===== src/rtl/pipe_ctrl_pkg.sv =====
// -----------------------------------------------------------------------------
// pipe_ctrl_pkg
// Shared types and defaults for the 5-stage pipeline sequencing controller.
//   ctrl_state_t     : controller state (RUN, DRAIN, HALTED)
//   REG_AW_DEF       : default register-file address width
//   DRAIN_CYCLES_DEF : default cycles to retire EX/MEM/WB after HALT leaves ID
//   CNT_W_DEF        : default performance counter width
// -----------------------------------------------------------------------------
package pipe_ctrl_pkg;

    typedef enum logic [1:0] {
        RUN    = 2'd0,
        DRAIN  = 2'd1,
        HALTED = 2'd2
    } ctrl_state_t;

    localparam int REG_AW_DEF       = 4;
    localparam int DRAIN_CYCLES_DEF = 3;
    localparam int CNT_W_DEF        = 16;

endpackage


===== src/rtl/hazard_detect.sv =====
// -----------------------------------------------------------------------------
// hazard_detect
// Combinational load-use hazard compare between the instruction in EX and the
// instruction in ID.
// Ports:
//   ex_memtoreg, ex_rf_write, ex_write_reg : EX instruction is a load writing a reg
//   id_read_reg1, id_read_reg2, id_uses_reg2 : ID source operands
//   hazard : ID needs the load result before it is available
// -----------------------------------------------------------------------------
module hazard_detect
    import pipe_ctrl_pkg::*;
#(
    parameter int REG_AW = REG_AW_DEF
) (
    input  logic              ex_memtoreg,
    input  logic              ex_rf_write,
    input  logic [REG_AW-1:0] ex_write_reg,
    input  logic [REG_AW-1:0] id_read_reg1,
    input  logic [REG_AW-1:0] id_read_reg2,
    input  logic              id_uses_reg2,
    output logic              hazard
);

    // reg2 only matters when the ID instruction actually reads it; otherwise an
    // immediate field aliasing the load destination would stall needlessly.
    assign hazard = ex_memtoreg & ex_rf_write &
                    ((ex_write_reg == id_read_reg1) |
                     (id_uses_reg2 & (ex_write_reg == id_read_reg2)));

endmodule


===== src/rtl/pipe_hazard_ctrl.sv =====
// -----------------------------------------------------------------------------
// pipe_hazard_ctrl
// Central sequencing controller for the 5-stage 16-bit pipeline. Produces the
// PC / pipeline-register enables and flushes, inserts load-use bubbles, squashes
// wrong-path instructions on taken branches, freezes on memory wait cycles and
// sequences the halt drain.
// Ports:
//   clk, rst            : clock, synchronous active-high reset
//   id_*                : ID-stage operand / HALT information
//   ex_*                : EX-stage load/destination/branch information
//   imem_stall          : instruction fetch not ready
//   dmem_stall          : data access in MEM not ready (freezes whole pipe)
//   *_wen, *_flush      : combinational register controls (flush wins over wen)
//   halted              : registered, core has halted
//   stall_cycles        : cycles with PC held (PIPE_PERF_EN only, else 0)
//   flush_count         : taken branches squashed (PIPE_PERF_EN only, else 0)
// Build option: define PIPE_PERF_EN to build the saturating perf counters.
// -----------------------------------------------------------------------------
module pipe_hazard_ctrl
    import pipe_ctrl_pkg::*;
#(
    parameter int REG_AW       = REG_AW_DEF,
    parameter int DRAIN_CYCLES = DRAIN_CYCLES_DEF,
    parameter int CNT_W        = CNT_W_DEF
) (
    input  logic              clk,
    input  logic              rst,
    input  logic [REG_AW-1:0] id_read_reg1,
    input  logic [REG_AW-1:0] id_read_reg2,
    input  logic              id_uses_reg2,
    input  logic              id_halt,
    input  logic              ex_memtoreg,
    input  logic              ex_rf_write,
    input  logic [REG_AW-1:0] ex_write_reg,
    input  logic              ex_branch_taken,
    input  logic              imem_stall,
    input  logic              dmem_stall,
    output logic              pc_wen,
    output logic              ifid_wen,
    output logic              ifid_flush,
    output logic              idex_wen,
    output logic              idex_flush,
    output logic              exmem_wen,
    output logic              memwb_wen,
    output logic              halted,
    output logic [CNT_W-1:0]  stall_cycles,
    output logic [CNT_W-1:0]  flush_count
);

    localparam int DCW = (DRAIN_CYCLES > 1) ? $clog2(DRAIN_CYCLES) : 1;

    ctrl_state_t    state;
    logic [DCW-1:0] drain_cnt;
    logic           hazard;

    hazard_detect #(
        .REG_AW (REG_AW)
    ) u_hazard_detect (
        .ex_memtoreg  (ex_memtoreg),
        .ex_rf_write  (ex_rf_write),
        .ex_write_reg (ex_write_reg),
        .id_read_reg1 (id_read_reg1),
        .id_read_reg2 (id_read_reg2),
        .id_uses_reg2 (id_uses_reg2),
        .hazard       (hazard)
    );

    // Output decode. Everything defaults to 0, which is also the frozen
    // (dmem_stall), HALTED and reset pattern. A flushed register still gets
    // its wen set; the flush makes it load a bubble instead of the upstream
    // value.
    always_comb begin
        pc_wen     = 1'b0;
        ifid_wen   = 1'b0;
        ifid_flush = 1'b0;
        idex_wen   = 1'b0;
        idex_flush = 1'b0;
        exmem_wen  = 1'b0;
        memwb_wen  = 1'b0;
        if (!rst && !dmem_stall) begin
            case (state)
                RUN: begin
                    exmem_wen = 1'b1;
                    memwb_wen = 1'b1;
                    idex_wen  = 1'b1;
                    if (ex_branch_taken) begin
                        pc_wen     = 1'b1;
                        ifid_wen   = 1'b1;
                        ifid_flush = 1'b1;
                        idex_flush = 1'b1;
                    end else if (hazard) begin
                        idex_flush = 1'b1;
                    end else if (id_halt || imem_stall) begin
                        ifid_wen   = 1'b1;
                        ifid_flush = 1'b1;
                    end else begin
                        pc_wen   = 1'b1;
                        ifid_wen = 1'b1;
                    end
                end
                DRAIN: begin
                    ifid_wen   = 1'b1;
                    ifid_flush = 1'b1;
                    idex_wen   = 1'b1;
                    idex_flush = 1'b1;
                    exmem_wen  = 1'b1;
                    memwb_wen  = 1'b1;
                end
                default: begin
                end
            endcase
        end
    end

    // Sequencing FSM. HALT only leaves ID when no higher-priority event
    // (freeze, taken branch, load-use bubble) is in effect that cycle. The
    // drain counter only moves on unfrozen cycles, so a dmem wait lengthens
    // the drain by exactly the wait length. halted mirrors the HALTED state
    // but is its own flop so it is glitch-free.
    always_ff @(posedge clk) begin
        if (rst) begin
            state     <= RUN;
            drain_cnt <= '0;
            halted    <= 1'b0;
        end else begin
            case (state)
                RUN: begin
                    if (!dmem_stall && !ex_branch_taken && !hazard && id_halt) begin
                        state     <= DRAIN;
                        drain_cnt <= DCW'(DRAIN_CYCLES - 1);
                    end
                end
                DRAIN: begin
                    if (!dmem_stall) begin
                        if (drain_cnt == '0) begin
                            state  <= HALTED;
                            halted <= 1'b1;
                        end else begin
                            drain_cnt <= drain_cnt - 1'b1;
                        end
                    end
                end
                HALTED: begin
                    halted <= 1'b1;
                end
                default: begin
                    state <= RUN;
                end
            endcase
        end
    end

`ifdef PIPE_PERF_EN
    logic [CNT_W-1:0] stall_q;
    logic [CNT_W-1:0] flush_q;
    logic             branch_fire;

    assign branch_fire = !rst && (state == RUN) && !dmem_stall && ex_branch_taken;

    // Saturating performance counters; they stick at all-ones rather than
    // wrapping so a long run never reports a misleadingly small value.
    always_ff @(posedge clk) begin
        if (rst) begin
            stall_q <= '0;
            flush_q <= '0;
        end else begin
            if (!pc_wen && (state != HALTED) && (stall_q != '1)) begin
                stall_q <= stall_q + 1'b1;
            end
            if (branch_fire && (flush_q != '1)) begin
                flush_q <= flush_q + 1'b1;
            end
        end
    end

    assign stall_cycles = stall_q;
    assign flush_count  = flush_q;
`else
    assign stall_cycles = '0;
    assign flush_count  = '0;
`endif

endmodule

===== config.mk =====
export PLATFORM = sky130hd
export DESIGN_NAME = pipe_hazard_ctrl
export DESIGN_NICKNAME = d
export VERILOG_FILES = /design/src/rtl/pipe_ctrl_pkg.sv /design/src/rtl/hazard_detect.sv /design/src/rtl/pipe_hazard_ctrl.sv
export SDC_FILE = /design/constraint.sdc
export NUM_CORES = 1
export LEC_CHECK = 0
export CAP_MARGIN = 5
export CORE_UTILIZATION = 30
export DETAILED_ROUTE_END_ITERATION = 10
export PLACE_DENSITY = 0.77
export SLEW_MARGIN = 20
export SYNTH_ARGS = -nofsm -noshare
export SYNTH_HDL_FRONTEND = slang
export SYNTH_SLANG_ARGS = --single-unit

===== constraint.sdc =====
create_clock -name clk -period 2.1 [get_ports clk]
set_input_delay 0.42 -clock clk [delete_from_list [all_inputs] [get_ports clk]]
set_output_delay 0.42 -clock clk [all_outputs]
set_load 0.02 [all_outputs]

==> summary.txt, run 1 <==
Final layout
  • Final nets: 153
  • Area grow syn2layout: 40.11%
  • Layout cells sized above 1: 0.3154
  • Antenna diode count: 0
  • Commonest non-fill, non-tap cell in the layout: conb_1
  • Fin util: 0.4446
  • Most frequent cells in the layout: 32 x conb_1, 12 x buf_4, 7 x dlygate4sd2_1

CTS
  • CTS buffer count: 3
  • H-tree levels: 1
  • Clk sinks: 5
  • Clk buf depth: 2
  • Clk Latency, worst-skew pair: 0.24 ns
  • CTS tree: yes
  • Clock-pin slew on the worst setup and hold paths: 0.04 ns
  • Clk root buf: clkbuf_4
  • Hold buffer count at CTS: 0

Detailed routing
  • TritonRoute pass-1 iters: 4
  • Vias: 647
  • Top routing layer used: met3
  • Drt drc: 0
  • Post-detailed-route wirelength per cell: 9.589 µm
  • Met3 wire len: 153 µm
  • Met1 Routed Length: 521 µm
  • Metal2 WL: 839 µm
  • Average via count per standard cell: 4.095
  • Routed Antenna Nets: 0
  • Initial DRC Count: 8
  • Total Wirelength: 1.515 mm

Critical path
  • Critical Path, Cell by Cell: clkdlybuf4s50_1 -> or4_4 -> o21ai_2 -> buf_6
  • RR Endpoint: drain_cnt[1]
  • Worst setup SP type: input port
  • Critical Path End: pc_wen
  • CP endpoint kind: primary output
  • Worst path max stage delay: 0.51 ns
  • Worst-path fanout max: 2
  • Reg2reg setup slack: 0.60 ns
  • Cell count along the critical path: 4
  • Crit path DAT: 1.62 ns
  • CP Data Required Time: 1.68 ns
  • CP bufs+invs: 2
  • Worst Reg2Reg Path Length in Cells: 6
  • Slowest CP cell: or4_4
  • CP top delay family: buffers and inverters
  • Critical Path Source: id_halt
  • Crit Path Class: input port to primary output
  • R2r startpoint: drain_cnt[0]

Yosys
  • Register area share after synthesis: 0.1426
  • Post-Syn Instances: 89
  • Mux share of post-synthesis cell area: 0
  • Post-synthesis simple-gate area fraction: 0.1729
  • Flops & latches, synth: 5
  • Synth Area in Adders: 0.01783
  • Post-synthesis compound-gate area fraction: 0.1586
  • Synth area leader: buf_4
  • Area share of the largest cell type after synthesis: 0.3636
  • Top post-synthesis cells by area: buf_4 36%, dfxtp_1 14%, xor2_1 7.5%
  • XOR/XNOR share of the synthesized area: 0.1123
  • Dominant combinational cell family by area after synthesis: buffers and inverters
  • Mapped cell area: 701.9 µm²
  • Synth Area per Inst: 7.887 µm²
  • Yosys warns: 0
  • Library cells used by synthesis: 27

Floorplanning
  • Core footprint: 2212 µm²
  • Die ar.: 2537 µm²
  • Ports: 61
  • Die Wd: 50.37 µm
  • Site Rows: 17
  • Initial Utilization: 0.3173
  • Die height: 50.37 µm

Timing
  • Final WS setup: 0.05596 ns
  • Final Slew Violations: 0
  • Clock skew: 0.004095 ns
  • Post-route clock period utilization: 0.9734
  • Period minus WS final: 2.044 ns
  • RSZ-0062 raised after global routing: false
  • Fin. Hold Viols: 0
  • Fmax: 489.2 MHz
  • Setup-failing EPs final: 0

Place
  • PortBufs: 28
  • Dpl ws: -0.6954 ns
  • Routability cong.: 0.7863
  • DP Wirelength: 1.220 mm

Global route
  • First-pass GRT wire length: 2.677 mm
  • Grt ovf: 0
  • Initial antenna violation count: 0
  • Overall routing resource usage: 0.1390
  • Largest net degree at the start of global routing: 7
  • Via count of the first global-routing pass: 645

Job
  • Max-Cap Viols: 0

Pwr
  • Static leakage: 0.4795 nW
  • Peak VDD IR: 318.5 µV
  • Cell area power density: 408.0 nW/µm²

Outcome
  • Status: completed

Hold path
  • Worst hold path type: flip-flop to flip-flop
metrics by stage:
stage               hold slack, ns  setup TNS [ns]  instances  total power (W)  instance area [µm²]
finish                      0.4458               0        158        0.0004012                983.4
global route                0.5032               0        158        0.0004312                983.4
CTS                         0.4540        -0.01649        159        0.0004043                991.0
detailed placement          0.4482          -4.229        154        0.0002956                968.4
global placement            0.4385          -4.088        154        0.0002918                968.4
floorplan                   0.4891               0        120        0.0002561                818.3
power by group:
part / total, W / switching, W / internal [W]
Sequential: 0.000102 / 0.00000212 / 0.0000995
Clock: 0.000112 / 0.0000405 / 0.0000719
Combinational: 0.000187 / 0.000116 / 0.0000715
layout make-up:
class                   count  area (µm²)
repair buffers             40       316.6
multi-input cells          76       485.5
fillers                   220        1229
clock buffers               4       26.28
well taps                  28       35.03
flip-flops and latches      5       101.3
inverters                   5       18.77
worst min-delay path by stage:
stage / startpoint / endpoint / cells after the start
finish: halted / halted / 2
global route: rst / state[1] / 3
CTS: halted / halted / 2
detailed placement: halted / halted / 2
global placement: halted / halted / 2
floorplan: rst / halted / 1
synth_stat cells, drive strengths merged:
master  count
o31a        1
o21ai       5
nor2        4
nor4        2
a21oi       3
inv         5
nand2       2
conb        1
o41a        1
nand3       2
nand2b      2
nor3        3
nand3b      1
o41ai       1
ha          1
dfxtp       5
or4         1
o22ai       2
xor2        6
or3         1
buf        34
o31ai       1
xnor2       3
nand4       2
routing by layer:
| layer | track usage | up-vias |
|---|---|---|
| met5 | 0 | - |
| met4 | 0.02778 | 0 |
| met3 | 0.04848 | 0 |
| met2 | 0.2800 | 39 |
| met1 | 0.1322 | 287 |
| li1 | - | 321 |
state kept, by name (all words and copies together) (netlist names):
register	cells
drain_cnt	2
state	2
halted	1
logic make-up after synthesis:
kind of cell | Yosys count
buffers and inverters | 39
AND/OR/NAND/NOR | 20
AO/OA/AOI/OAI | 14
XOR/XNOR | 9
flip-flops | 5
adder cells (fa/ha/maj) | 1
other | 1
worst min-delay path, stage by stage (launching register included):
cell and delay (ns):
dfxtp_1 0.30, inv_1 0.05, a21oi_1 0.05
repair_timing:
action	CTS	global route
endpoints found under the setup margin	7	7
gates resized for setup	61	18
setup buffers	1	0
pin swaps	10	10
Note: power is estimated with default switching activity, not from simulation.
==> run 2, diff against run 1 <==
--- a/config.mk
+++ b/config.mk
@@ -7,8 +7,10 @@
 export LEC_CHECK = 0
 export CAP_MARGIN = 5
 export CORE_UTILIZATION = 30
+export CTS_CLUSTER_SIZE = 30
 export DETAILED_ROUTE_END_ITERATION = 10
 export PLACE_DENSITY = 0.77
+export REMOVE_ABC_BUFFERS = 1
 export SLEW_MARGIN = 20
 export SYNTH_ARGS = -nofsm -noshare
 export SYNTH_HDL_FRONTEND = slang
==> summary.txt, run 2 (synthesis gave the netlist of run 1 again) <==
Floorplanning
  • Site Rows: 17 (unchanged)
  • Die ar.: 2537 µm² (unchanged)
  • Ports: 61 (unchanged)
  • Core footprint: 2212 µm² (unchanged)
  • Die height: 50.37 µm (unchanged)
  • Initial Utilization: 0.3173 (unchanged)
  • Die Wd: 50.37 µm (unchanged)

Job
  • Max-Cap Viols: 0 (unchanged)

CTS
  • Hold buffer count at CTS: 0 (unchanged)
  • H-tree levels: 1 (unchanged)
  • Clk buf depth: 2 (unchanged)
  • Clock-pin slew on the worst setup and hold paths: 0.04 ns (about the same)
  • Clk root buf: clkbuf_4 (unchanged)
  • CTS tree: yes (unchanged)
  • CTS buffer count: 3 (unchanged)
  • Clk Latency, worst-skew pair: 0.25 ns (was 0.24 ns)
  • Clk sinks: 5 (unchanged)

Final layout
  • Commonest non-fill, non-tap cell in the layout: conb_1 (unchanged)
  • Antenna diode count: 0 (unchanged)
  • Layout cells sized above 1: 0.3158 (was 0.3154)
  • Top flop regs: drain_cnt x2, state x2, halted x1 (unchanged)
  • Most frequent cells in the layout: 32 x conb_1, 15 x buf_4, 10 x dlygate4sd2_1 (was 32 x conb_1, 12 x buf_4, 7 x dlygate4sd2_1)
  • Final Cell Area: 1010 µm² (was 983.4 µm²)
  • # fillers: 227 (was 220)
  • Final nets: 156 (was 153)
  • Area grow syn2layout: 43.85% (was 40.11%)

Timing
  • Fin. Hold Viols: 0 (unchanged)
  • Post-route clock period utilization: 0.9907 (was 0.9734)
  • Fmax: 480.7 MHz (was 489.2 MHz)
  • RSZ-0062 raised after global routing: true (was false)
  • Setup-failing EPs final: 0 (unchanged)
  • Final WS setup: 0.01960 ns (was 0.05596 ns)
  • Hold Slack: 0.4529 ns (was 0.4458 ns)
  • Period minus WS final: 2.080 ns (was 2.044 ns)
  • Final Slew Violations: 0 (unchanged)
  • Clock skew: 0.008986 ns (was 0.004095 ns)

Pwr
  • Tot Pwr: 0.0004084 W (was 0.0004012 W)
  • Static leakage: 0.5030 nW (was 0.4795 nW)
  • Peak VDD IR: 337.0 µV (was 318.5 µV)
  • Cell area power density: 404.5 nW/µm² (was 408.0 nW/µm²)

Detailed routing
  • Vias: 670 (was 647)
  • Post-detailed-route wirelength per cell: 10.23 µm (was 9.589 µm)
  • Drt drc: 0 (unchanged)
  • Total Wirelength: 1.647 mm (was 1.515 mm)
  • TritonRoute pass-1 iters: 4 (unchanged)
  • Initial DRC Count: 15 (was 8)
  • Routed Antenna Nets: 0 (unchanged)
  • Average via count per standard cell: 4.161 (was 4.095)

Critical path
  • CP Data Required Time: 1.68 ns (about the same)
  • Slowest CP cell: o41ai_4 (was or4_4)
  • Worst-path fanout max: 3 (was 2)
  • CP endpoint kind: primary output (unchanged)
  • CP top delay family: buffers and inverters (unchanged)
  • Worst path max stage delay: 0.41 ns (was 0.51 ns)
  • Crit path top cell by count: buf_4
  • Worst setup SP type: input port (unchanged)
  • Crit Path Class: input port to primary output (unchanged)
  • Critical Path, Cell by Cell: dlygate4sd2_1 -> xor2_2 -> o41ai_4 -> buf_4 -> a21oi_2 -> buf_4 (was clkdlybuf4s50_1 -> or4_4 -> o21ai_2 -> buf_6)
  • CP bufs+invs: 3 (was 2)
  • Crit path DAT: 1.66 ns (was 1.62 ns)

Place
  • Routability cong.: 0.7619 (was 0.7863)
  • PortBufs: 28 (unchanged)
  • DP Wirelength: 1.298 mm (was 1.220 mm)
  • Dpl ws: -0.7081 ns (was -0.6954 ns)
  • Placed cell areas: 968.4 µm² (unchanged)

Global route
  • Via count of the first global-routing pass: 624 (was 645)
  • Grt ovf: 0 (unchanged)
  • Initial antenna violation count: 0 (unchanged)
  • First-pass GRT wire length: 2.518 mm (was 2.677 mm)
  • Overall routing resource usage: 0.1307 (was 0.1390)
  • Largest net degree at the start of global routing: 7 (unchanged)

Hold path
  • Worst hold path type: flip-flop to flip-flop (unchanged)

Outcome
  • Status: completed (unchanged)
## run 2: cell count changes in the layout (fill, tap and decap cells not counted), moves of 2 or more
cell,previous run,this run
buf_4,12,15
dlygate4sd2_1,7,10
buf_2,6,4
clkdlybuf4s15_1,3,1
## run 2: worst paths after layout
kind | cells after the start | start | endpoint | slack, ns
worst max-delay path | 6 | id_read_reg2[0] | ifid_wen | 0.02
worst min-delay path | 2 | halted | halted | 0.45
worst max register to register | 6 | drain_cnt[0] | drain_cnt[0] | 0.63
worst min register to register | 2 | halted | halted | 0.45
## run 2: timing repair
item,CTS,global route
pin swaps,13,8
endpoints found under the setup margin,7,3
endpoints found under the hold margin,0,0
gates resized for setup,60,13
setup buffers,4,0
## run 2: worst register-to-register path, delay by kind of cell, from the launching register on
family / cells / cell delay [ns]
buf+inv: 1 / 0.06
fa+ha+maj: 1 / 0.24
flops: 1 / 0.36
compound gates: 1 / 0.10
simple gates: 2 / 0.42
xor+xnor: 1 / 0.17
## run 2: layout make-up
| cell class | count | area (µm²) | share of cell area |
|---|---|---|---|
| multi-input cells | 76 | 476.7 | 0.4721 |
| inverters | 5 | 18.77 | 0.01859 |
| well taps | 28 | 35.03 | 0.03470 |
| flip-flops and latches | 5 | 100.1 | 0.09913 |
| repair buffers | 43 | 352.8 | 0.3494 |
| clock buffers | 4 | 26.28 | 0.02602 |
## run 2: where the power goes
part / leakage (nW) / switching, W / internal, W
combinational: 0.447 / 0.000117 / 0.0000738
clock: 0.0150 / 0.0000439 / 0.0000722
sequential: 0.0406 / 0.00000181 / 0.0000993
## run 2: per-stage QoR
step / util / TNS (ns) / instances
after floorplan: - / -0.08258 / 86
after global placement: 0.4378 / -3.953 / 154
after detailed placement: 0.4378 / -4.208 / 154
after CTS: 0.4485 / -0.02290 / 161
after global routing: 0.4564 / -0.07782 / 161
final: 0.4564 / 0 / 161
## run 2: layer usage
metal | wire (µm) | global-route usage
met1 | 628 | 0.1354
met2 | 766 | 0.2289
met4 | 9 | 0.04167
met3 | 243 | 0.06364
met5 | 0 | 0
